[src/rtl/epu_pkg.sv]
`default_nettype none
// ============================================================================
// Module      : epu_pkg
// Description : Shared types and widths for the EPU weight-fetch path.
//               - wfs_state_t : weight_fetch_sched state encoding
//               - LAYER_W     : width of the layer index field
//               - CH_W        : width of the channel counters / count inputs
//               - last_index(): maps a channel count onto the last valid index
// Revision    : 1.0 - initial release
// ============================================================================
package epu_pkg;

    localparam int LAYER_W = 3;
    localparam int CH_W    = 5;

    typedef enum logic [2:0] {
        IDLE  = 3'd0,
        ISSUE = 3'd1,
        WAIT  = 3'd2,
        HOLD  = 3'd3,
        NEXT  = 3'd4,
        LOAD  = 3'd5
    } wfs_state_t;

    // A count of 0 behaves like 1, and counts above max_ch saturate at max_ch.
    function automatic logic [CH_W-1:0] last_index(input logic [CH_W-1:0] n,
                                                   input int              max_ch);
        if (n == '0) begin
            return '0;
        end
        if (int'(n) > max_ch) begin
            return CH_W'(max_ch - 1);
        end
        return n - 1'b1;
    endfunction

endpackage
`default_nettype wire

[src/rtl/wfs_ch_cnt.sv]
`default_nettype none
// ============================================================================
// Module      : wfs_ch_cnt
// Description : Nested (output-channel outer, input-channel inner) counter
//               with wrap and last-pair detection.
// Ports       : clk, rst    - clock, synchronous active-high reset
//               load        - capture counts, zero both counters
//               adv         - advance to the next (of, if) pair
//               if_num      - input-channel count (captured on load)
//               of_num      - output-channel count (captured on load)
//               if_ch       - current input-channel index
//               of_ch       - current output-channel index
//               last        - current pair is the final pair of the layer
// Revision    : 1.0 - initial release
// ============================================================================
module wfs_ch_cnt
    import epu_pkg::*;
#(
    parameter int MAX_CH = 16
) (
    input  logic            clk,
    input  logic            rst,
    input  logic            load,
    input  logic            adv,
    input  logic [CH_W-1:0] if_num,
    input  logic [CH_W-1:0] of_num,
    output logic [CH_W-1:0] if_ch,
    output logic [CH_W-1:0] of_ch,
    output logic            last
);

    logic [CH_W-1:0] r_last_if;
    logic [CH_W-1:0] r_last_of;

    always_ff @(posedge clk) begin
        if (rst) begin
            if_ch     <= '0;
            of_ch     <= '0;
            r_last_if <= '0;
            r_last_of <= '0;
        end else if (load) begin
            if_ch     <= '0;
            of_ch     <= '0;
            r_last_if <= last_index(if_num, MAX_CH);
            r_last_of <= last_index(of_num, MAX_CH);
        end else if (adv) begin
            if (if_ch != r_last_if) begin
                if_ch <= if_ch + 1'b1;
            end else begin
                if_ch <= '0;
                // of_ch only moves when the inner loop wraps: the SRAM
                // controller steps its bias address on every change here.
                if (of_ch != r_last_of) begin
                    of_ch <= of_ch + 1'b1;
                end else begin
                    of_ch <= '0;
                end
            end
        end
    end

    assign last = (if_ch == r_last_if) && (of_ch == r_last_of);

endmodule
`default_nettype wire

[src/rtl/weight_fetch_sched.sv]
`default_nettype none
// ============================================================================
// Module      : weight_fetch_sched
// Description : Walks every (output-channel, input-channel) pair of a layer,
//               issues one weight-SRAM read per pair, waits for completion,
//               holds tile-valid until the compute engine acknowledges, and
//               arbitrates the SRAM between this traffic and host loads
//               (host is only granted in IDLE or between pairs).
// Options     : WFS_TIMEOUT_EN - when defined, a watchdog aborts a WAIT that
//               lasts TO_CYC cycles and raises the sticky o_err.
// Ports       : clk, rst           - clock, synchronous active-high reset
//               i_start            - begin a layer (IDLE only)
//               i_layer            - layer index (captured on start)
//               i_if_num, i_of_num - channel counts (captured on start)
//               i_read_done        - SRAM read completion pulse
//               i_tile_ack         - compute engine consumed the tile
//               i_sys_req          - host requests the SRAM (level)
//               o_sys_gnt          - host owns the SRAM
//               o_read             - one-cycle read request
//               o_layer, o_if_channel, o_of_channel - request fields
//               o_tile_valid       - current pair is in the buffer
//               o_busy             - not IDLE
//               o_layer_done       - layer finished (or aborted) pulse
//               o_err              - sticky watchdog error
// Revision    : 1.0 - initial release
// ============================================================================
module weight_fetch_sched
    import epu_pkg::*;
#(
    parameter int MAX_CH = 16,
    parameter int TO_CYC = 64
) (
    input  logic               clk,
    input  logic               rst,
    input  logic               i_start,
    input  logic [LAYER_W-1:0] i_layer,
    input  logic [CH_W-1:0]    i_if_num,
    input  logic [CH_W-1:0]    i_of_num,
    input  logic               i_read_done,
    input  logic               i_tile_ack,
    input  logic               i_sys_req,
    output logic               o_sys_gnt,
    output logic               o_read,
    output logic [LAYER_W-1:0] o_layer,
    output logic [CH_W-1:0]    o_if_channel,
    output logic [CH_W-1:0]    o_of_channel,
    output logic               o_tile_valid,
    output logic               o_busy,
    output logic               o_layer_done,
    output logic               o_err
);

    wfs_state_t r_state;
    wfs_state_t w_nxt;
    logic       w_load;
    logic       w_adv;
    logic       w_done;
    logic       w_last;
    logic       w_wd_expired;
    logic       r_active;   // a layer is in progress (possibly suspended in LOAD)

    wfs_ch_cnt #(
        .MAX_CH (MAX_CH)
    ) u_ch_cnt (
        .clk    (clk),
        .rst    (rst),
        .load   (w_load),
        .adv    (w_adv),
        .if_num (i_if_num),
        .of_num (i_of_num),
        .if_ch  (o_if_channel),
        .of_ch  (o_of_channel),
        .last   (w_last)
    );

    always_ff @(posedge clk) begin
        if (rst) begin
            r_state <= IDLE;
        end else begin
            r_state <= w_nxt;
        end
    end

    always_comb begin
        w_nxt  = r_state;
        w_load = 1'b0;
        w_adv  = 1'b0;
        w_done = 1'b0;
        unique case (r_state)
            IDLE: begin
                // Host wins a same-cycle tie; the start is dropped.
                if (i_sys_req) begin
                    w_nxt = LOAD;
                end else if (i_start) begin
                    w_nxt  = ISSUE;
                    w_load = 1'b1;
                end
            end
            ISSUE: begin
                w_nxt = WAIT;
            end
            WAIT: begin
                if (i_read_done) begin
                    w_nxt = HOLD;
                end else if (w_wd_expired) begin
                    w_nxt  = IDLE;
                    w_done = 1'b1;
                end
            end
            HOLD: begin
                if (i_tile_ack) begin
                    w_nxt = NEXT;
                end
            end
            NEXT: begin
                // Counters advance even when the host pre-empts, so the
                // suspended ISSUE resumes on the correct pair after LOAD.
                if (w_last) begin
                    w_done = 1'b1;
                    w_nxt  = i_sys_req ? LOAD : IDLE;
                end else begin
                    w_adv = 1'b1;
                    w_nxt = i_sys_req ? LOAD : ISSUE;
                end
            end
            LOAD: begin
                if (!i_sys_req) begin
                    w_nxt = r_active ? ISSUE : IDLE;
                end
            end
            default: begin
                w_nxt = IDLE;
            end
        endcase
    end

    // Outputs are registered from the next state so they line up with it.
    always_ff @(posedge clk) begin
        if (rst) begin
            o_read       <= 1'b0;
            o_tile_valid <= 1'b0;
            o_busy       <= 1'b0;
            o_sys_gnt    <= 1'b0;
            o_layer_done <= 1'b0;
            o_layer      <= '0;
            r_active     <= 1'b0;
        end else begin
            o_read       <= (w_nxt == ISSUE);
            o_tile_valid <= (w_nxt == HOLD);
            o_busy       <= (w_nxt != IDLE);
            o_sys_gnt    <= (w_nxt == LOAD);
            o_layer_done <= w_done;
            if (w_load) begin
                o_layer <= i_layer;
            end
            if (w_load) begin
                r_active <= 1'b1;
            end else if (w_done) begin
                r_active <= 1'b0;
            end
        end
    end

`ifdef WFS_TIMEOUT_EN
    localparam int WD_W = $clog2(TO_CYC) + 1;

    logic [WD_W-1:0] r_wd;
    logic            r_err;

    always_ff @(posedge clk) begin
        if (rst) begin
            r_wd  <= '0;
            r_err <= 1'b0;
        end else begin
            r_wd <= (r_state == WAIT) ? r_wd + 1'b1 : '0;
            if ((r_state == WAIT) && !i_read_done && w_wd_expired) begin
                r_err <= 1'b1;
            end
        end
    end

    // r_wd counts completed WAIT cycles; this is the TO_CYC-th WAIT cycle.
    assign w_wd_expired = (r_state == WAIT) && (r_wd == WD_W'(TO_CYC - 1));
    assign o_err        = r_err;
`else
    assign w_wd_expired = 1'b0;
    assign o_err        = 1'b0;
`endif

endmodule
`default_nettype wire

[config.mk]
export PLATFORM = sky130hd
export DESIGN_NAME = weight_fetch_sched
export DESIGN_NICKNAME = d
export VERILOG_FILES = /design/src/rtl/epu_pkg.sv /design/src/rtl/wfs_ch_cnt.sv /design/src/rtl/weight_fetch_sched.sv
export SDC_FILE = /design/constraint.sdc
export NUM_CORES = 1
export LEC_CHECK = 0
export BUFFER_PORTS_ARGS = -buffer_cell sky130_fd_sc_hd__buf_4
export CAP_MARGIN = 20
export CORE_MARGIN = 2
export CORE_UTILIZATION = 53
export DETAILED_ROUTE_END_ITERATION = 8
export PLACE_DENSITY = 0.8
export RECOVER_POWER = 25
export REMOVE_ABC_BUFFERS = 1
export SYNTH_ARGS = -nofsm -noshare
export SYNTH_HDL_FRONTEND = slang
export SYNTH_SLANG_ARGS = --single-unit
export TNS_END_PERCENT = 20
[constraint.sdc]
create_clock -name clk -period 1.8 [get_ports clk]
set_input_delay 0.09 -clock clk [delete_from_list [all_inputs] [get_ports clk]]
set_output_delay 0.09 -clock clk [all_outputs]
set_load 0.1 [all_outputs]
======== After elaboration in Yosys (flattened, before gate mapping) ========
Index checks and enable logic that the tools add are counted.
operators by class
  add/sub/neg operators ................... 4
  order comparisons ....................... 2
  eq/ne operators ......................... 12
  mux-type cells .......................... 43
  bitwise gates (word level) .............. 1
  reduce and logical (&&, ||, !) cells .... 8
operators by type and width
  kind                                                                   count
  5-bit two-way mux                                                      10
  1-bit two-way mux                                                      24
  3-bit two-way mux                                                      8
  3-bit one-hot mux with 6 select lines                                  1
  5-bit by 1-bit adder with 5-bit output, second input constant          2
  5-bit equality test                                                    2
  5-bit > comparator, second input constant                              2
  5-bit zero test                                                        2
  5-bit != test                                                          2
  5-bit by 1-bit subtractor with 5-bit output, second input constant     2
  3-bit by 2-bit equality test with 1-bit output, second input constant  3
  3-bit equality test, second input constant                             3
  3-bit by 1-bit equality test with 1-bit output, second input constant  2
  3-bit zero test                                                        1
  3-bit nonzero test                                                     1
  2-bit AND reduction                                                    1
  2-bit nonzero test                                                     1
  2-bit OR reduction                                                     1
  1-bit logical AND                                                      1
  1-bit NOT                                                              1
storage, ports and cells
  register bits after elaboration ......... 32
  bits of input ports ..................... 19
  output and inout port bits .............. 19
  logic and storage cells ................. 82

======== Depth between registers and ports, before layout ========
Gate-level depths: netlist of the first run.
  word-level depth ........................ 10
  gate-level depth with buffers ........... 8
  mapped depth without buffers ............ 7

======== Cells and area by module ========
A second synthesis of the first run with hierarchy kept.
second synthesis, totals
  cells, all modules ...................... 188
  area total of the unflattened synthesis .. 1680.4 um2
by module, submodules not included
  module              instances  cells each  area an instance (um2)  seq. area each (um2)
  wfs_ch_cnt          1          131         1137.3                  400.4
  weight_fetch_sched  1          57          543.0                   240.2

======== Worst setup path after synthesis of the first run ========
OpenSTA, ideal clock, no wires.
  kind .................................... register to register
  start point ............................. register u_ch_cnt.if_ch[0]
  end point ............................... register u_ch_cnt.of_ch[3]
  library setup time ...................... 0.070 ns
  data arrival time ....................... 2.257 ns
  data required time ...................... 1.730 ns
  setup slack ............................. -0.527 ns
  stages on the path, launching flop included .. 6
  path buffers ............................ 0
  clock period less this slack ............ 2.327 ns
  cell sequence ........................... dfxtp_1 > xor2_1 > nor3_4 > o211ai_4 > or4_1 > a21oi_1
on the way
  word-level cells in the longest chain between the ends .. 5
  elaborated cells between the ends (all ways) .. 7
  those cells by class .................... eq/ne: 2; mux: 2; bitwise: 1; reduce/logical: 2
RTL lines
  element                                   RTL line                   text
  start: declaration                        wfs_ch_cnt.sv:27           output logic [CH_W-1:0] if_ch,
  start signal: assignment                  wfs_ch_cnt.sv:48           if_ch <= if_ch + 1'b1;
  5-bit equality test                       wfs_ch_cnt.sv:62           assign last = (if_ch == r_last_if) && (of_ch == r_last_of);
  1-bit logical AND                         wfs_ch_cnt.sv:62
  1-bit two-way mux                         weight_fetch_sched.sv:118  if (w_last) begin
  1-bit two-way mux                         weight_fetch_sched.sv:89   unique case (r_state)
  2-bit AND reduction (no source line) (*)  n/a
  end signal: assignment                    wfs_ch_cnt.sv:54           of_ch <= of_ch + 1'b1;
  end: declaration                          wfs_ch_cnt.sv:28           output logic [CH_W-1:0] of_ch,
Every way passes the cells marked *; elsewhere a longest branch is shown, timed or not.
A chain may end at the register's enable or synchronous reset.

======== Worst setup path after layout of the first run ========
  start point ............................. register u_ch_cnt.if_ch[3]
  end point ............................... register u_ch_cnt.of_ch[3]
Same word-level chain as after synthesis.

==> results of run 1 <==
cell families (layout without fill, tap and decap cells):
kind of cell    Yosys count  count (layout)  share of synthesized area [%]
flops                    32              32                           39.1
mux                       2               2                           1.22
simple gates             81              81                           26.5
other cells               1               1                          0.229
fa+ha+maj                 8               8                           5.50
xor+xnor                 12              12                           6.42
compound gates           41              41                           16.7
buf+inv                  17              65                           4.35
flip-flops by register name, indices dropped and copies added, names as in the netlist:
register            flops
o_read                  1
u_ch_cnt.of_ch          5
o_layer                 3
u_ch_cnt.r_last_of      5
o_tile_valid            1
r_active                1
r_state                 3
o_busy                  1
o_layer_done            1
o_sys_gnt               1
u_ch_cnt.if_ch          5
u_ch_cnt.r_last_if      5
synthesized netlist by cell type (4+ instances only):
master / count
sky130_fd_sc_hd__o21ai_0: 8
sky130_fd_sc_hd__nor2b_1: 5
sky130_fd_sc_hd__inv_1: 9
sky130_fd_sc_hd__ha_1: 4
sky130_fd_sc_hd__xnor2_1: 6
sky130_fd_sc_hd__nor3_1: 11
sky130_fd_sc_hd__or3_1: 5
sky130_fd_sc_hd__a21oi_1: 14
sky130_fd_sc_hd__and2_1: 5
sky130_fd_sc_hd__dfxtp_1: 32
sky130_fd_sc_hd__nor2_1: 14
sky130_fd_sc_hd__nand3_1: 5
sky130_fd_sc_hd__xor2_1: 6
sky130_fd_sc_hd__maj3_1: 4
sky130_fd_sc_hd__nand2_1: 19
sky130_fd_sc_hd__a211oi_1: 5
through the flow:
step	setup TNS (ns)	std cells	power, mW	hold slack (ns)	setup slack [ns]
after floorplan	-6.07	186	1.25	0.159	-0.527
after global placement	0	264	1.43	0.339	0.204
after detailed placement	0	264	1.44	0.347	0.177
after CTS	0	275	1.86	0.0693	0.141
after global routing	0	275	1.94	0.0873	0.0115
final	0	275	1.83	0.0742	0.145
final cells by class:
cell class	instances	area, um^2	share of cell area, %
Tap cell	33	41.3	2.02
Multi-Input combinational cell	145	926	45.3
Sequential cell	32	642	31.4
Clock buffer	8	58.8	2.88
Timing Repair Buffer	48	340	16.7
Inverter	9	33.8	1.65
power groups by stage:
stage	clock network (mW)	registers [mW]	logic, mW
after floorplan	0	0.978	0.272
after global placement	0	0.824	0.604
after detailed placement	0	0.825	0.611
after CTS	0.435	0.808	0.617
after global routing	0.469	0.816	0.655
final	0.423	0.808	0.603
worst paths after layout:
kind	slack, ns	end	cells past startpoint	from
worst max-delay path	0.15	u_ch_cnt.of_ch[3]	5	u_ch_cnt.if_ch[3]
worst min-delay path	0.07	u_ch_cnt.r_last_of[2]	3	i_of_num[2]
worst min register to register	0.46	o_layer[2]	2	o_layer[2]
worst max register to register	0.15	u_ch_cnt.of_ch[3]	5	u_ch_cnt.if_ch[3]
worst reg2reg max path: cells and delay by family, from the launching register on:
| kind | cells | cell delay (ns) |
|---|---|---|
| simple gates | 2 | 0.73 |
| compound gates | 2 | 0.31 |
| xor+xnor | 1 | 0.19 |
| flops | 1 | 0.36 |
layer usage:
layer  track usage [%]  vias to the layer above
met3              6.33                        6
li1                  -                      780
met5                 0                        -
met1              26.2                      707
met2              34.9                       31
met4              6.67                        0
what timing repair did:
item | 4_1_cts | 5_1_grt
hold endpoints to repair | 3 | 0
setup buffers | 0 | 0
endpoints found under the setup margin | 0 | 1
resized for setup | 0 | 1
hold buffers | 3 | 0
==> out/summary.txt, run 1 <==
==================================================================================
Run status                                                            finished, final reports clean
Fraction of final layout cells sized beyond drive strength 1                 24.0%
Final count of negative-setup-slack endpoints                                    0
Switching power total                                                     0.682 mW
Maximum fanout along the worst path                                             10
Count of yosys warnings during synthesis                                         0
Capturing element type of the critical path                                   flop
Average cell area after synthesis                                        8.44 um^2
HPWL reported at the end of detailed placement                             2.56 mm
Peak ir drop on the vdd network                                         0.000556 V
Length of routed met2 wiring                                               1.65 mm
Worst stage delay on the critical path                                     0.48 ns
Post-route cell area                                                     2040 um^2
Number of antenna violations at the first check in global routing                0
Via count                                                                     1524
Die H                                                                      59.6 um
Netlist area before placement                                            1640 um^2
Sequential share of power                                                    44.1%
Routed length on met1                                                      1.57 mm
Share of the synthesized area in the top cell type                           39.1%
CP Buf/Inv Count                                                                 0
GRT Total Usage                                                              21.0%
Clock tree root buffer cell                                           sky130_fd_sc_hd__clkbuf_4
Leak pwr                                                                  0.878 nW
Routed vias/inst                                                              5.54
Type of the worst setup path                                               reg2reg
Tcrit/Tclk final                                                             91.9%
Min-delay worst type                                                        in2reg
Reg clk slew, reported paths                                               0.10 ns
Detailed-routed wire length on met3                                         122 um
Leading cell types by total area after synthesis                      sky130_fd_sc_hd__dfxtp_1, sky130_fd_sc_hd__nand2_1, sky130_fd_sc_hd__a21oi_1
Number of nets in the layout                                                   264
Horizontal extent of the die                                               59.6 um
Worst-case clock buffer depth                                                    2
Critical-path top delay cell                                          sky130_fd_sc_hd__or4_1
Num ports                                                                       38
Cell type with the highest aggregate area in the netlist              sky130_fd_sc_hd__dfxtp_1
Number of enable-type register cells in the synthesized netlist                  0
Maximum clock frequency                                                  0.604 GHz
Final WL                                                                   3.39 mm
Worst-margin pin slew                                                     0.547 ns
Sequential cell area fraction in the yosys report                            39.1%
Fin. Hold Viols                                                                  0
Top flip-flop cell by instance count after synthesis                  sky130_fd_sc_hd__dfxtp_1
Number of fill cells                                                           267
Clock latency of the later-clocked register in the worst-skew pair         0.33 ns
Global route overflow                                                            0
Fraction of registers with async set/reset                                      0%
RePlAce Congestion                                                           0.874
Die area                                                                 3550 um^2
Maximum number of pins on one net before global-route repair                    22
Cell type group with the largest total delay on the critical path     simple AND/OR/NAND/NOR gates
CTS tree                                                                     built
Area of the core                                                         3000 um^2
Remaining max-slew budget at the tightest pin                                63.7%
Number of port buffers                                                          36
Part of the power in the clock network                                       23.1%
Flip-flop and latch count after synthesis                                       32
Number of antenna diodes                                                         0
Unique cell type count in the Yosys netlist                                     44
CTS H-tree lvls                                                                  2
Top library cells by usage in the layout, fill and taps aside         sky130_fd_sc_hd__buf_4, sky130_fd_sc_hd__dfxtp_1, sky130_fd_sc_hd__nand2_1
Initial drt markers                                                             73
Final period demand of the worst path                                      1.65 ns
Synthesis-to-layout area growth                                              24.7%
Fin util                                                                     68.0%
Gate count of the mapped netlist                                               194
Number of remaining DRC errors                                                   0
Number of clock sinks                                                           32
Internal power                                                             1.15 mW
Most common cell after layout, fill and taps aside                    sky130_fd_sc_hd__buf_4
Power density over cell area                                           898 nW/um^2
Remaining number of nets flagged by the antenna check after routing              0
Detailed-router iteration count before antenna repair                            4
Number of placement rows                                                        20
Cells traversed along the worst timing path                           xor2_1 > nor3_4 > o211ai_4 > or4_1 > a21oi_1
Switching fraction of total power                                            37.2%
Unrepaired setup endpoints after global routing                              false
Highest routing layer actually used                                           met4
CP Launch Type                                                                flop
Placed cell area                                                         1980 um^2
Number of buffers added by the clock tree synthesis step                         5
Combinational group share of total power                                     32.9%
Clock skew                                                              0.00982 ns
Avg WL per Cell                                                            12.3 um
Number of max-slew violations in the final report                                0
Via count of the first global-routing pass                                    1342
Global-route wire length before repair                                     5.61 mm
Crit path required time                                                    2.06 ns
Max-cap check violation count                                                    0
Starting Density                                                             54.5%
Worst Path Arrival                                                         1.91 ns
==================================================================================
Note: power is estimated with default switching activity, not from simulation.
==> run 2: changes to the inputs <==
--- a/config.mk
+++ b/config.mk
@@ -12,7 +12,6 @@
 export DETAILED_ROUTE_END_ITERATION = 8
 export PLACE_DENSITY = 0.8
 export RECOVER_POWER = 25
-export REMOVE_ABC_BUFFERS = 1
 export SYNTH_ARGS = -nofsm -noshare
 export SYNTH_HDL_FRONTEND = slang
 export SYNTH_SLANG_ARGS = --single-unit
==> run 2 against run 1 <==
  * Die area unchanged
  * First-iteration DRC count decreased by 6.8%
  * Hold slack got worse by 0.011 ns
  * Power about the same
  * Largest cell class unchanged
==> out/summary.txt, run 2 (synthesis gave the netlist of run 1 again) <==
==================================================================================
Remaining max-slew budget at the tightest pin                                63.9%   was 63.7%
Detailed-router iteration count before antenna repair                            4   unchanged
Unrepaired setup endpoints after global routing                              false   unchanged
Number of cells in the design after placement                                  263   was 264
Total design power                                                         1.83 mW   about the same
RePlAce Congestion                                                           0.832   was 0.874
Met1 demand-to-capacity share in global routing                              29.3%   was 26.2%
Horizontal extent of the die                                               59.6 um   unchanged
Number of placement rows                                                        20   unchanged
Post-route cell area                                                     2060 um^2   was 2040 um^2
Via count                                                                     1477   was 1524
Type of the worst setup path                                               reg2reg   unchanged
Global-route wire length before repair                                     5.57 mm   was 5.61 mm
Most congested layer reported by global routing                               met2   unchanged
Die area                                                                 3550 um^2   unchanged
Minimum setup slack among reg-to-reg paths                                 0.12 ns   was 0.15 ns
Run status                                                            finished, final reports clean   unchanged
Clock latency of the later-clocked register in the worst-skew pair         0.34 ns   was 0.33 ns
Met3 usage                                                                   6.77%   was 6.33%
Max-cap check violation count                                                    0   unchanged
Final setup margin                                                        0.117 ns   was 0.145 ns
CTS H-tree lvls                                                                  2   unchanged
FF-to-FF Start                                                        u_ch_cnt.if_ch[0]   was u_ch_cnt.if_ch[3]
Clock skew                                                              0.00334 ns   was 0.00982 ns
CTS tree                                                                     built   unchanged
Mapped Nets                                                                    217
Number of antenna violations at the first check in global routing                0   unchanged
Worst-case clock buffer depth                                                    2   unchanged
Non-filler instance count after layout                                         274   was 275
Routed vias/inst                                                              5.39   was 5.54
Die H                                                                      59.6 um   unchanged
Fraction of final layout cells sized beyond drive strength 1                 28.2%   was 24.0%
Destination of the worst register-to-register timing path             u_ch_cnt.of_ch[3]   unchanged
Remaining number of nets flagged by the antenna check after routing              0   unchanged
Maximum fanout along the worst path                                             10   unchanged
HPWL reported at the end of detailed placement                             2.46 mm   was 2.56 mm
GRT Total Usage                                                              21.0%   about the same
Resized cells post-CTS                                                           0   unchanged
Num ports                                                                       38   unchanged
Maximum number of pins on one net before global-route repair                    22   unchanged
Number of antenna diodes                                                         0   unchanged
Number of remaining DRC errors                                                   0   unchanged
Power density over cell area                                           892 nW/um^2   was 898 nW/um^2
Leak pwr                                                                  0.882 nW   was 0.878 nW
Most common cell after layout, fill and taps aside                    sky130_fd_sc_hd__buf_4   unchanged
Number of cells traversed by the worst register-to-register path                 5   unchanged
Number of max-slew violations in the final report                                0   unchanged
Min-delay worst type                                                        in2reg   unchanged
Number of clock sinks                                                           32   unchanged
Total area of multi-input combinational cells                             926 um^2   unchanged
Number of nets in the layout                                                   263   was 264
Fin. Hold Viols                                                                  0   unchanged
Avg WL per Cell                                                            12.0 um   was 12.3 um
Worst hold path startpoint                                             i_of_num[3]   was i_of_num[2]
CP Launch Type                                                                flop   unchanged
Synthesis-to-layout area growth                                              25.5%   was 24.7%
Met2 capacity usage during global routing                                    30.3%   was 34.9%
Final count of negative-setup-slack endpoints                                    0   unchanged
Starting Density                                                             54.5%   unchanged
Worst-margin pin slew                                                     0.544 ns   was 0.547 ns
End point of the most critical hold path                              u_ch_cnt.r_last_of[2]   unchanged
Area of the core                                                         3000 um^2   unchanged
Number of buffers added for setup after CTS                                      0   unchanged
Global route overflow                                                            0   unchanged
Crit path required time                                                    2.07 ns   was 2.06 ns
Number of port buffers                                                          36   unchanged
Clock tree root buffer cell                                           sky130_fd_sc_hd__clkbuf_4   unchanged
TNS Setup                                                                     0 ns   unchanged
Startpoint of the most critical setup path                            u_ch_cnt.if_ch[0]   was u_ch_cnt.if_ch[3]
Reg clk slew, reported paths                                               0.09 ns   was 0.10 ns
Final WL                                                                   3.28 mm   was 3.39 mm
Maximum clock frequency                                                  0.594 GHz   was 0.604 GHz
Via count of the first global-routing pass                                    1260   was 1342
Number of fill cells                                                           275   was 267
Top library cells by usage in the layout, fill and taps aside         sky130_fd_sc_hd__buf_4, sky130_fd_sc_hd__dfxtp_1, sky130_fd_sc_hd__nand2_1   unchanged
Place WS                                                                  0.150 ns   was 0.177 ns
Register area                                                             663 um^2   was 642 um^2
Initial drt markers                                                             68   was 73
Number of buffers added by the clock tree synthesis step                         5   unchanged
Final period demand of the worst path                                      1.68 ns   was 1.65 ns
Placed cell area                                                         1990 um^2   was 1980 um^2
Peak ir drop on the vdd network                                         0.000390 V   was 0.000556 V
Number of stages on the worst hold path                                          3   unchanged
Tcrit/Tclk final                                                             93.5%   was 91.9%
Capturing element type of the critical path                                   flop   unchanged
Worst Path Arrival                                                         1.96 ns   was 1.91 ns
==================================================================================
run 2: cell types whose count changed in the layout (fill, tap and decap cells not counted), sizes merged:
cell	before	now
buf	34	32
clkbuf	19	18
clkinv	0	2
run 2: worst max-delay path, stage by stage, from the launching register on:
cell,delay [ns]
sky130_fd_sc_hd__dfxtp_4,0.38
sky130_fd_sc_hd__xor2_1,0.18
sky130_fd_sc_hd__nor3_4,0.26
sky130_fd_sc_hd__o211ai_4,0.16
sky130_fd_sc_hd__or4_1,0.49
sky130_fd_sc_hd__a21oi_1,0.15
run 2: area by class of cell:
| class | count | area share (%) |
|---|---|---|
| clock inverter | 2 | 0.487 |
| timing repair buffer | 47 | 16.1 |
| inverter | 9 | 1.64 |
| sequential | 32 | 32.3 |
| clock buffer | 6 | 2.50 |
| multi-input combinational | 145 | 45.0 |
| tap | 33 | 2.01 |
run 2: per-stage QoR:
stage	hold WS [ns]	utilization, %
after floorplan	0.226	-
after global placement	0.345	66.4
after detailed placement	0.349	66.4
after CTS	0.0640	69.5
after global routing	0.0510	68.5
final	0.0630	68.5
run 2: power by group:
group	switching [mW]	internal, mW
clock	0.239	0.185
sequential	0.0472	0.757
combinational	0.403	0.202
total	0.689	1.14
run 2: repair_timing:
action | 4_1_cts | 5_1_grt
hold endpoints to repair | 3 | 0
hold buffers | 3 | 0
endpoints found under the setup margin | 0 | 0
run 2: metal layers:
| layer | part of all wire [%] | routed length [um] |
|---|---|---|
| met1 | 48 | 1580 |
| met2 | 45 | 1490 |
| met3 | 4.8 | 157 |
| met4 | 1.6 | 53 |
| met5 | 0 | 0 |
run 2: how the worst max path moves through the flow:
stage / slack (ns) / to / depth (start not counted)
final: 0.12 / u_ch_cnt.of_ch[3] / 5
after global placement: 0.18 / u_ch_cnt.of_ch[3] / 5
after CTS: 0.14 / u_ch_cnt.of_ch[3] / 5
after detailed placement: 0.15 / u_ch_cnt.of_ch[3] / 5
after global routing: 0.03 / u_ch_cnt.of_ch[3] / 5
after floorplan: 0.01 / u_ch_cnt.of_ch[3] / 5
